<file path="src/rtl/pipe_field.sv">
// rtl/pipe_field.sv - scrolling pipe obstacles, score and bird collision for flappy-bird
//
// Ports:
//   clk        system clock
//   reset_n    asynchronous active-low reset
//   restart    synchronous pulse, returns the field to IDLE
//   bird_y     bird sprite top y (pixels)
//   alive      bird is in play
//   collision  registered: bird box overlaps a pipe body
//   score      pipes passed, saturating at 999
//   pipe_x     three 12-bit signed pipe left edges, pipe 0 in [11:0]
//   gap_y      three 10-bit gap tops, pipe 0 in [9:0]
module pipe_field #(
  parameter int SCREEN_W     = 640,
  parameter int PIPE_W       = 52,
  parameter int PIPE_SPACING = 220,
  parameter int GAP_H        = 140,
  parameter int GAP_TOP_MIN  = 80,
  parameter int GAP_INIT     = 180,
  parameter int BIRD_X       = 100,
  parameter int SPRITE_W     = 34,
  parameter int SPRITE_H     = 24,
  parameter int SCROLL_SPEED = 2,
  parameter int TICK_BITS    = 20
) (
  input  logic        clk,
  input  logic        reset_n,
  input  logic        restart,
  input  logic [9:0]  bird_y,
  input  logic        alive,
  output logic        collision,
  output logic [9:0]  score,
  output logic [35:0] pipe_x,
  output logic [29:0] gap_y
);

  typedef enum logic [1:0] {IDLE, RUN, HALT} state_t;

  localparam logic signed [11:0] PW_S    = 12'(PIPE_W);
  localparam logic signed [11:0] BX_S    = 12'(BIRD_X);
  localparam logic signed [11:0] BXR_S   = 12'(BIRD_X + SPRITE_W);
  localparam logic signed [11:0] SH_S    = 12'(SPRITE_H);
  localparam logic signed [11:0] GH_S    = 12'(GAP_H);
  localparam logic signed [11:0] SPD_S   = 12'(SCROLL_SPEED);
  localparam logic signed [11:0] WRAP_S  = 12'(3 * PIPE_SPACING);
  localparam logic signed [11:0] ZERO_S  = 12'sd0;
  localparam logic [9:0]         GMIN    = 10'(GAP_TOP_MIN);
  localparam logic [9:0]         GINIT   = 10'(GAP_INIT);
  localparam logic [9:0]         SCORE_MAX = 10'd999;

  state_t state, state_nxt;

  logic [TICK_BITS-1:0] tick;
  logic [15:0]          lfsr;
  logic signed [11:0]   x_q [0:2];
  logic [9:0]           g_q [0:2];

  logic signed [11:0]   x_dec   [0:2];
  logic signed [11:0]   x_nxt   [0:2];
  logic [2:0]           respawn;
  logic [2:0]           passed;
  logic [2:0]           hit;
  logic signed [11:0]   by_s;
  logic signed [11:0]   gy_s;
  logic                 h_ovl;
  logic                 v_miss;
  logic [9:0]           gap_new;

  // Fibonacci LFSR, taps 16,14,13,11 shifted in at the bottom.
  logic lfsr_fb;
  assign lfsr_fb = lfsr[15] ^ lfsr[13] ^ lfsr[12] ^ lfsr[10];

  assign gap_new = GMIN + {3'b000, lfsr[7:1]};

  always_comb begin
    by_s   = $signed({2'b00, bird_y});
    gy_s   = 12'sd0;
    h_ovl  = 1'b0;
    v_miss = 1'b0;
    for (int i = 0; i < 3; i++) begin
      x_dec[i]   = x_q[i] - SPD_S;
      // A pipe whose right edge has scrolled to or past x=0 wraps behind the last one.
      respawn[i] = (x_dec[i] + PW_S) <= ZERO_S;
      x_nxt[i]   = respawn[i] ? (x_dec[i] + WRAP_S) : x_dec[i];
      // Right edge crosses the bird's left edge on this step.
      passed[i]  = ((x_q[i] + PW_S) > BX_S) && ((x_dec[i] + PW_S) <= BX_S);
      gy_s       = $signed({2'b00, g_q[i]});
      h_ovl      = (x_q[i] < BXR_S) && ((x_q[i] + PW_S) > BX_S);
      v_miss     = (by_s < gy_s) || ((by_s + SH_S) > (gy_s + GH_S));
      hit[i]     = h_ovl && v_miss;
    end
  end

  always_comb begin
    state_nxt = state;
    if (restart) begin
      state_nxt = IDLE;
    end else begin
      case (state)
        IDLE:    if (alive)  state_nxt = RUN;
        RUN:     if (!alive) state_nxt = HALT;
        HALT:    state_nxt = HALT;
        default: state_nxt = IDLE;
      endcase
    end
  end

  always_ff @(posedge clk or negedge reset_n) begin
    if (!reset_n) begin
      state <= IDLE;
    end else begin
      state <= state_nxt;
    end
  end

  // Tick counter and LFSR run in every state; restart leaves them alone.
  always_ff @(posedge clk or negedge reset_n) begin
    if (!reset_n) begin
      tick <= '0;
      lfsr <= 16'hACE1;
    end else begin
      tick <= tick + TICK_BITS'(1);
      lfsr <= {lfsr[14:0], lfsr_fb};
    end
  end

  always_ff @(posedge clk or negedge reset_n) begin
    if (!reset_n) begin
      for (int i = 0; i < 3; i++) begin
        x_q[i] <= 12'(SCREEN_W + i * PIPE_SPACING);
        g_q[i] <= GINIT;
      end
      score     <= '0;
      collision <= 1'b0;
    end else if (restart || state == IDLE) begin
      for (int i = 0; i < 3; i++) begin
        x_q[i] <= 12'(SCREEN_W + i * PIPE_SPACING);
        g_q[i] <= GINIT;
      end
      score     <= '0;
      collision <= 1'b0;
    end else if (state == RUN && alive) begin
      collision <= |hit;
      if (tick == '0) begin
        for (int i = 0; i < 3; i++) begin
          x_q[i] <= x_nxt[i];
          if (respawn[i]) g_q[i] <= gap_new;
        end
        if (|passed && score != SCORE_MAX) score <= score + 10'd1;
      end
    end
    // HALT, and the RUN cycle where alive drops, hold everything.
  end

  assign pipe_x = {x_q[2], x_q[1], x_q[0]};
  assign gap_y  = {g_q[2], g_q[1], g_q[0]};

endmodule

</file>
<file path="config.mk">
export PLATFORM = sky130hd
export DESIGN_NAME = pipe_field
export DESIGN_NICKNAME = d
export VERILOG_FILES = /design/src/rtl/pipe_field.sv
export SDC_FILE = /design/constraint.sdc
export NUM_CORES = 1
export LEC_CHECK = 0
export BUFFER_PORTS_ARGS = -buffer_cell sky130_fd_sc_hd__buf_4
export CORE_ASPECT_RATIO = 0.8
export CORE_MARGIN = 2
export CORE_UTILIZATION = 61
export CTS_CLUSTER_DIAMETER = 200
export DETAILED_ROUTE_END_ITERATION = 8
export PLACE_DENSITY = 0.87
export SYNTH_ARGS = -nofsm -noshare
export SYNTH_HDL_FRONTEND = slang
export SYNTH_SLANG_ARGS = --single-unit
</file>
<file path="constraint.sdc">
create_clock -name clk -period 6.4 [get_ports clk]
set_input_delay 1.28 -clock clk [delete_from_list [all_inputs] [get_ports clk]]
set_output_delay 1.28 -clock clk [all_outputs]
set_load 0.02 [all_outputs]
</file>
### Yosys cells after proc, flatten, opt, wreduce, memory -nomap -nowiden

Cells that the tools add are included.

| word-level totals | value |
|---|---|
| flip-flop bits (word level) | 115 |
| bits of input ports | 14 |
| output and inout port bits | 77 |
| word-level logic and storage cells | 109 |

| cells by class | value |
|---|---|
| $add $sub $neg | 19 |
| order comparisons | 18 |
| equality and inequality tests | 5 |
| mux-type cells | 22 |
| bitwise gates (word level) | 3 |
| reduce and logical (&&, ||, !) cells | 31 |

Operators by type and width:

| operator | count |
|---|---|
| two-way mux 36 bit | 3 |
| two-way mux 30 bit | 3 |
| adder 12 x 7 -> 12 bit (second input constant) | 6 |
| two-way mux 10 bit | 7 |
| adder 12 x 11 -> 12 bit (second input constant) | 3 |
| greater-than comparator 12 x 8 -> 1 bit (second input constant) | 3 |
| less-or-equal comparator 12 x 1 -> 1 bit (second input constant) | 3 |
| less-or-equal comparator 12 x 8 -> 1 bit (second input constant) | 3 |
| < comparator 12 x 9 -> 1 bit (second input constant) | 3 |
| two-way mux 12 bit | 3 |
| subtractor 12 x 3 -> 12 bit (second input constant) | 3 |
| adder 10 x 8 -> 11 bit (second input constant) | 3 |
| < comparator 10 bit | 3 |
| greater-than comparator 12 bit | 2 |
| adder 20 x 1 -> 20 bit (second input constant) | 1 |
| logical NOT 20 bit | 1 |
| AND reduction 3 bit | 4 |
| nonzero test 2 bit | 6 |
| adder 10 x 5 -> 11 bit (second input constant) | 1 |
| greater-than comparator 11 bit | 1 |
| logical AND 1 bit | 11 |
| adder 10 x 1 -> 10 bit (second input constant) | 1 |
| != test 10 bit (second input constant) | 1 |
| adder 7 x 7 -> 8 bit (first input constant) | 1 |
| other kinds (11) | 22 |

### Depth between registers and ports, before layout

Gate-level depths: netlist of the first run.

| depth | value |
|---|---|
| depth after elaboration | 10 |
| depth in mapped cells | 15 |
| mapped depth without buffers | 13 |

### Worst setup path before layout of the first run

No wires, ideal clock.

| timing | value |
|---|---|
| path kind | reg-to-reg |
| start | register x_q, in the netlist pipe_x[27] |
| end | register score[9] |
| library setup time | 0.140 ns |
| arrival time | 3.397 ns |
| data required time | 6.260 ns |
| path slack | 2.863 ns |
| stages on the path, launching flop included | 16 |
| path buffers | 3 |
| clock period less this slack | 3.537 ns |
| cell sequence | dfstp_2 > buf_2 > inv_1 > ha_1 > a21boi_1 > nand3_1 > a211o_1 > a2111oi_2 > or2_1 > buf_4 > o2bb2ai_1 > a22o_2 > nor2_2 > buf_6 > o311ai_0 > o41ai_1 |

| between the ends | value |
|---|---|
| word-level cells in the longest chain between the ends | 8 |
| elaborated cells on any way between the ends | 10 |
| those cells by class | add/sub (3); order compare (2); reduce/logical (5) |

RTL lines:

| item | line | source |
|---|---|---|
| start, declared | 55 | `logic signed [11:0] x_q [0:2];` |
| start signal, assigned by index | 130 | `x_q[i] <= 12'(SCREEN_W + i * PIPE_SPACING);` |
| start signal, assigned by index | 137 | `x_q[i] <= 12'(SCREEN_W + i * PIPE_SPACING);` |
| start signal, assigned by index | 146 | `x_q[i] <= x_nxt[i];` |
| subtractor 12 x 3 -> 12 bit | 81 | `x_dec[i] = x_q[i] - SPD_S;` |
| adder 12 x 7 -> 12 bit | 86 | `passed[i] = ((x_q[i] + PW_S) > BX_S) && ((x_dec[i] + PW_S) <= BX_S);` |
| less-or-equal comparator 12 x 8 -> 1 bit | 86 |  |
| logical AND 1 bit (*) | 86 |  |
| OR reduction 3 bit (*) | 149 | `if (\|passed && score != SCORE_MAX) score <= score + 10'd1;` |
| logical AND 1 bit (*) | 149 |  |
| nonzero test 2 bit (no source line) (*) | - |  |
| AND reduction 3 bit (no source line) (*) | - |  |
| end signal, assigned | 149 |  |
| end, declared | 32 | `output logic [9:0] score,` |

Mark *: on every way between the ends. The rest lies on a longest branch, timed or not.
A chain may end at the register's enable or synchronous reset.

### Final worst setup path of the first run

| timing | value |
|---|---|
| start | register x_q, in the netlist pipe_x[15] |
| end | register g_q, in the netlist gap_y[16] |

| between the ends | value |
|---|---|
| word-level cells in the longest chain between the ends | 5 |

RTL lines:

| item | line | source |
|---|---|---|
| subtractor 12 x 3 -> 12 bit | 81 |  |
| adder 12 x 7 -> 12 bit | 83 | `respawn[i] = (x_dec[i] + PW_S) <= ZERO_S;` |
| less-or-equal comparator 12 x 1 -> 1 bit | 83 |  |
| nonzero test 2 bit (no source line) | - |  |
| AND reduction 3 bit (no source line) | - |  |
| end signal, assigned by index | 147 | `if (respawn[i]) g_q[i] <= gap_new;` |
| end, declared | 56 | `logic [9:0] g_q [0:2];` |

Every way passes these cells.

==> impl_results.md, run 1 <==
* Final Hold Vio Count at 0
* Post-Synth XOR/XNOR Area at 10.3%
* Post-route minimum period at 4.16 ns
* Die width at roughly 140 um
* Finished Cell Area at 9820 um^2
* Overflow after GRT at 0
* Status: finished clean
* Number of global-route vias before repair at 7334
* Setup TNS at 0 ns
* CTS tree: built
* Relative slew slack at 43.6%
* CTS buffer count at 9
* Core Footprint at between 10000 and 15000 um^2
* Max Freq at 0.241 GHz
* R2R setup slack at roughly 2.2 ns
* Prevailing post-synth register cell: dfrtp_1
* Post-layout net count at 1180
* Post-synth EDFFs at 0
* Max Slew Vio Count at 0
* Netlist cell types at slightly below 90
* Critical path class: flop to flop
* Largest cells by area after synthesis: dfrtp_1, ha_1, dfstp_2
* Synth Area in Simple Gates at 21.9%
* WL/cell at roughly 18 um
* P_leak at about 4.4 nW
* Worst-Margin Slew at 0.846 ns
* HP Class: flop to flop
* Dpl hpwl at 16.3 mm
* Final period utilization at 64.9%
* Max_cap viols at 0
* Remaining antenna violation count after routing at 0
* Drt drc at 0
* Synth top area share at 20.8%
* Vias at 8063
* Port buffer count at around 80
* Vias per std cell at 6.33
* Clk pin slew, worst setup/hold paths at 0.08 ns
* Antenna cells at 0
* Io pins at around 90
* Mean Syn Cell Area at 8.57 um^2
* Pin count of the biggest net entering global routing at 56
* Power per cell area at between 100 and 150 nW/um^2
* GP Congestion at just under 1
* Initial antenna violation count at 0
* CTS max path bufs at 2
* Final setup fails at 0
* Layout area overhead at 10.5%
* Layout cells sized above 1 at about 16%
* Most common cell in the synthesized netlist: nand2_1
* CTS sink count at ~110
* Worst-path maximum fanout at 16
* PostCTS Resize Cnt at 0
* Compound-Gate Fraction of Synth Area at 18.6%
* Worst path required time at 6.61 ns
* Hold_buf cts at 0
* Die Ht at 112 um
* Seq cells post-synth at 106
* Syn Inst Count at 1037
* Maximum vdd drop at around 160 uV
* Synth area leader: dfrtp_1
* Post-synth ARST share at 100%
* Die ar. at between 15000 and 20000 um^2
* Final core utilization at just under 70%
* Worst path arrival time at between 4 and 5 ns
* Adder-cell share of the synthesized area at between 10% and 20%
* Initial DRC Count at slightly below 700
* Post-synthesis mux area share at 1.60%
* CP Capture Type: flop
* Largest family of logic cells by synthesized area: simple AND/OR/NAND/NOR gates
* H-tree depth at 3
* CP Launch Type: flop
* Clock skew at ~0.014 ns
* Clock root buffer: clkbuf_16
* Mapped cell area at 8890 um^2
* GRT Total Usage at 28.5%
* RSZ-0062 raised after global routing: no
* WL final at 22.3 mm
* Initial Util at between 60% and 70%
* Placed cell area at 9510 um^2
* First-pass iteration count of the detailed router at 5
* Worst skew pair latency at 0.36 ns
* Synth warn at 0
* Synth top cells by count: nand2_1, ha_1, nor2_1, xnor2_1, dfrtp_1
* First-pass GRT wire length at roughly 37 mm
* Register area share after synthesis at 30.3%
* Row cnt at 39
* Setup Buffers After CTS at 0
## critical path, stage by stage (launching register included)
cell and delay [ns]:
dfstp_2 0.67, inv_1 0.12, ha_1 0.22, a21boi_1 0.40, nand3_1 0.21, and2_1 0.28
o311a_1 0.35, a32o_1 0.29, a21oi_2 0.58, nand2b_1 0.55, mux2i_1 0.28, nor2_1 0.06
## layer usage
layer / share of wire, % / GRT usage [%] / up-vias
met5: 0 / 0 / -
met4: 0.80 / 6.20 / 0
met3: 7.8 / 4.43 / 20
met2: 46 / 44.8 / 347
met1: 46 / 42.0 / 3886
li1: - / - / 3810
## layout by cell type (no fill, tap or decap), types with 6 or more instances in the layout
cell       instances
conb_1             9
o311ai_0           7
mux2i_1           12
or4_1              6
nand2_1           84
ha_1              81
a21oi_1           63
nor3_1            27
and3_1            13
clkbuf_16          9
a21o_1            15
inv_1             60
xor2_1            27
and2_1             9
xnor2_1           75
dfstp_2           32
buf_4             86
nand2b_1          10
o31ai_1            6
o21a_1             8
nor2_1            75
nor4_1            12
nand3_1           37
o21ai_0           59
or3_1             23
dfrtp_1           74
nand4_1           19
o211ai_1          21
## registers in the layout (all words and copies together) (netlist names)
name	cells
gap_y	24
score	10
state	2
collision	1
pipe_x	33
tick	20
lfsr	16
## metrics by stage
stage / hold slack (ns) / cells / worst slack [ns] / power (mW)
floorplan: 0.331 / 1045 / 2.86 / 0.831
CTS: 0.358 / 1274 / 2.30 / 1.48
detailed placement: 0.339 / 1258 / 2.40 / 0.899
global placement: 0.335 / 1258 / 2.59 / 0.893
finish: 0.356 / 1274 / 2.24 / 1.47
global route: 0.372 / 1274 / 2.05 / 1.53
## power breakdown
part	leakage [nW]	total, mW	switching (mW)	internal [mW]
sequential	1.35	0.680	0.00309	0.677
combinational	2.85	0.210	0.151	0.0583
clock	0.153	0.578	0.295	0.283
total	4.35	1.47	0.449	1.02
## layout make-up
cell class                      count  area [um^2]
Clock buffer                        9          225
Clock inverter                      7         88.8
Fill cell                        1124         4420
Inverter                           60          225
Multi-Input combinational cell    822         5720
Sequential cell                   106         2690
Tap cell                          184          230
Timing Repair Buffer               86          646
## cell families after synthesis
group / Yosys count
AND/OR/NAND/NOR: 365
AO/OA/AOI/OAI: 250
buffers and inverters: 117
flip-flops: 106
XOR/XNOR: 103
adder cells (fa/ha/maj): 81
multiplexers: 14
other: 1
## worst paths after layout
| kind | start | end | depth (start not counted) |
|---|---|---|---|
| max reg2reg | pipe_x[15]$_DFFE_PN1P_ | gap_y[16]$_DFFE_PN0P_ | 11 |
| min reg2reg | lfsr[14]$_DFF_PN0_ | lfsr[15]$_DFF_PN1_ | 0 |
| max in group asynchronous | reset_n | pipe_x[2]$_DFFE_PN0P_ | 2 |
| min | lfsr[14]$_DFF_PN0_ | lfsr[15]$_DFF_PN1_ | 0 |
| min in group asynchronous | reset_n | gap_y[23]$_DFFE_PN0P_ | 1 |
| max | pipe_x[15]$_DFFE_PN1P_ | gap_y[16]$_DFFE_PN0P_ | 11 |
Note: power is estimated with default switching activity, not from simulation.
==> run 2: changes to the inputs <==
--- a/config.mk
+++ b/config.mk
@@ -5,6 +5,7 @@
 export SDC_FILE = /design/constraint.sdc
 export NUM_CORES = 1
 export LEC_CHECK = 0
+export ABC_AREA = 1
 export BUFFER_PORTS_ARGS = -buffer_cell sky130_fd_sc_hd__buf_4
 export CORE_ASPECT_RATIO = 0.8
 export CORE_MARGIN = 2
==> constraint.sdc (replaced) <==
create_clock -name clk -period 4.1 [get_ports clk]
set_input_delay 0.82 -clock clk [delete_from_list [all_inputs] [get_ports clk]]
set_output_delay 0.82 -clock clk [all_outputs]
set_load 0.02 [all_outputs]
==> impl_results.md, run 2 <==
* Final setup fails at 0
* Most used cell along the critical path: nand2_1
* Clock root buffer: clkbuf_16
* Worst setup path end: gap_y[0]$_DFFE_PN0P_
* Synth area leader: dfrtp_1
* First-pass GRT wire length at between 30 and 40 mm
* Pin count of the biggest net entering global routing at 68
* Placed cell count at 1414
* R2r endpoint: gap_y[0]$_DFFE_PN0P_
* Die Ht at 111 um
* Worst path required time at roughly 4.3 ns
* CP Launch Type: flop
* Final Hold Vio Count at 0
* Syn Inst Count at 1163
* Largest register FFs at 33
* Clock skew at approximately 0.0097 ns
* Die width at 138 um
* R2R setup slack at 0.78 ns
* Layout cells sized above 1 at 15.6%
* Relative slew slack at 42.0%
* Number of global-route vias before repair at between 7000 and 8000
* Number of fill cells at roughly 1100
* CTS max path bufs at 2
* Sequential Area at 2690 um^2
* Post-route minimum period at ~3.3 ns
* Worst skew pair latency at 0.36 ns
* Row cnt at 39
* CTS tree: built
* Synth top cells by count: nand2_1, inv_1, nor2_1, ha_1, nand3_1
* WL final at about 21 mm
* Crit-path slowest cell: dfrtp_1
* Core Footprint at approximately 14000 um^2
* H-tree depth at 3
* Most common cell after layout, fill and taps aside: nand2_1
* Remaining antenna violation count after routing at 0
* Max Slew Vio Count at 0
* RSZ-0062 raised after global routing: no
* Port buffer count at 81
* CP Capture Type: flop
* CTS buffer count at 9
* Max_cap viols at 0
* HP Class: flop to flop
* R2r worst-path depth at 20
* Synth top area share at 21.2%
* RR Startpoint: pipe_x[2]$_DFFE_PN0P_
* Antenna cells at 0
* Initial Util at 61.8%
* Final Non-Filler Cells at between 1000 and 1500
* Die ar. at 15300 um^2
* Power per cell area at 348 nW/um^2
* Maximum vdd drop at 329 uV
* Worst-path maximum fanout at 13
* P_leak at 4.95 nW
* Post-synth EDFFs at 0
* Placed cell area at 9440 um^2
* Vias per std cell at 5.61
* Critical path class: flop to flop
* Largest stage delay, worst path at 0.43 ns
* Area of the multi-input gates at 5180 um^2
* WL/cell at 14.9 um
* Status: finished clean
* Io pins at 91
* Synth warn at 0
* Worst-Margin Slew at between 0.8 and 0.9 ns
* CP Cell Sequence: inv_1 > ha_1 > inv_1 > nand2_1 > nand2_1 > inv_1 > ha_1 > inv_1 > nand3_1 > nand2_1 > o21ai_0 > nand4_1 > nor2_2 > nand2_1 > nand2_2 > nand2_1 > nand2_1 > inv_1 > nand2_1 > o21ai_0
* Netlist cell types at 53
* PostCTS Resize Cnt at 0
* Overflow after GRT at 0
* CTS sink count at ~110
* Worst path arrival time at 3.55 ns
* Register area share after synthesis at 30.9%
* Initial antenna violation count at 0
* Mean Syn Cell Area at 7.49 um^2
* Dpl hpwl at 16.3 mm
* GP Congestion at between 0.9 and 1
* Setup Buffers After CTS at 0
* First-pass iteration count of the detailed router at 6
* Final period utilization at about 81%
* Power Total at 3.39 mW
* Clk pin slew, worst setup/hold paths at 0.07 ns
* Post-synth ARST share at between 90% and 100%
* Finished Cell Area at 9740 um^2
* GRT Total Usage at 28.6%
* Setup TNS at 0 ns
* Drt drc at 0
* Max Freq at around 0.3 GHz
* Most common cell in the synthesized netlist: nand2_1
* Post-layout net count at 1336
* Critical path origin: pipe_x[2]$_DFFE_PN0P_
* Prevailing post-synth register cell: dfrtp_1
* Seq cells post-synth at 106
* Hold_buf cts at 0
* Largest cells by area after synthesis: dfrtp_1, ha_1, dfstp_2
* Layout area overhead at 11.7%
* Mapped cell area at 8720 um^2
* Initial DRC Count at 812
* Most frequent cells in the layout: nand2_1, inv_1, nor2_1, buf_4, ha_1
* Vias at 8028
[run 2: cell types whose count changed in the layout (fill, tap and decap cells not counted), sizes merged, moves of 18 or more]
cell,change
a21oi,-19
inv,+119
nand2,+158
nand3,+43
nor2,+27
o211ai,-18
o21ai,+34
or3,-24
xnor2,-65
xor2,+46
[run 2: metal layers]
| layer | GRT usage, % | up-vias | share of wire (%) |
|---|---|---|---|
| met3 | 4.98 | 33 | 7.1 |
| li1 | - | 3947 | - |
| met5 | 0 | - | 0 |
| met2 | 43.1 | 309 | 45 |
| met4 | 7.22 | 0 | 1.5 |
| met1 | 42.6 | 3739 | 46 |
[run 2: per-stage QoR]
step	util (%)	setup slack [ns]	hold slack (ns)
floorplan	-	1.36	0.331
finish	69.0	0.780	0.365
global route	69.0	0.456	0.380
detailed placement	66.9	0.829	0.350
global placement	66.9	0.843	0.340
CTS	69.0	0.807	0.371
[run 2: kinds of logic (layout without fill, tap and decap cells)]
group	Yosys count	count (layout)	share of synthesized area (%)
simple gates	496	496	26.2
buf+inv	210	285	10.0
compound gates	185	185	12.1
flops	106	106	30.9
xor+xnor	83	83	8.99
fa+ha+maj	81	81	11.6
other cells	1	9	0.0430
mux	1	1	0.115
[run 2: final cells by class]
class / instances / share of cell area [%]
clock buffer: 13 / 2.57
clock inverter: 3 / 0.475
inverter: 182 / 7.02
multi-input combinational: 855 / 53.2
sequential: 106 / 27.7
tap: 184 / 2.36
timing repair buffer: 87 / 6.71
[run 2: worst max-delay path, delay by kind of cell, from the launching register on]
| family | cells | cell delay [ns] |
|---|---|---|
| and+or+nand+nor | 11 | 1.47 |
| buffers and inverters | 5 | 0.57 |
| adders and majority gates | 2 | 0.48 |
| AOI/OAI and AO/OA | 2 | 0.24 |
| DFF | 1 | 0.43 |
[run 2: worst min-delay path by stage]
| stage | end | slack [ns] | depth (start not counted) | startpoint |
|---|---|---|---|---|
| 2_1_floorplan | lfsr[9]$_DFF_PN0_ | 0.33 | 0 | lfsr[8]$_DFF_PN0_ |
| 3_3_place_gp | lfsr[15]$_DFF_PN1_ | 0.34 | 0 | lfsr[14]$_DFF_PN0_ |
| 4_1_cts | lfsr[15]$_DFF_PN1_ | 0.37 | 0 | lfsr[14]$_DFF_PN0_ |
| 6_report | lfsr[15]$_DFF_PN1_ | 0.36 | 0 | lfsr[14]$_DFF_PN0_ |
| 5_1_grt | lfsr[15]$_DFF_PN1_ | 0.38 | 0 | lfsr[14]$_DFF_PN0_ |
| 3_5_place_dp | lfsr[10]$_DFF_PN1_ | 0.35 | 0 | lfsr[9]$_DFF_PN0_ |
[run 2: report_power, final]
group | internal (mW) | switching (mW) | leakage, nW
Combinational | 0.459 | 0.794 | 3.46
Sequential | 1.16 | 0.0839 | 1.35
Clock | 0.494 | 0.397 | 0.140
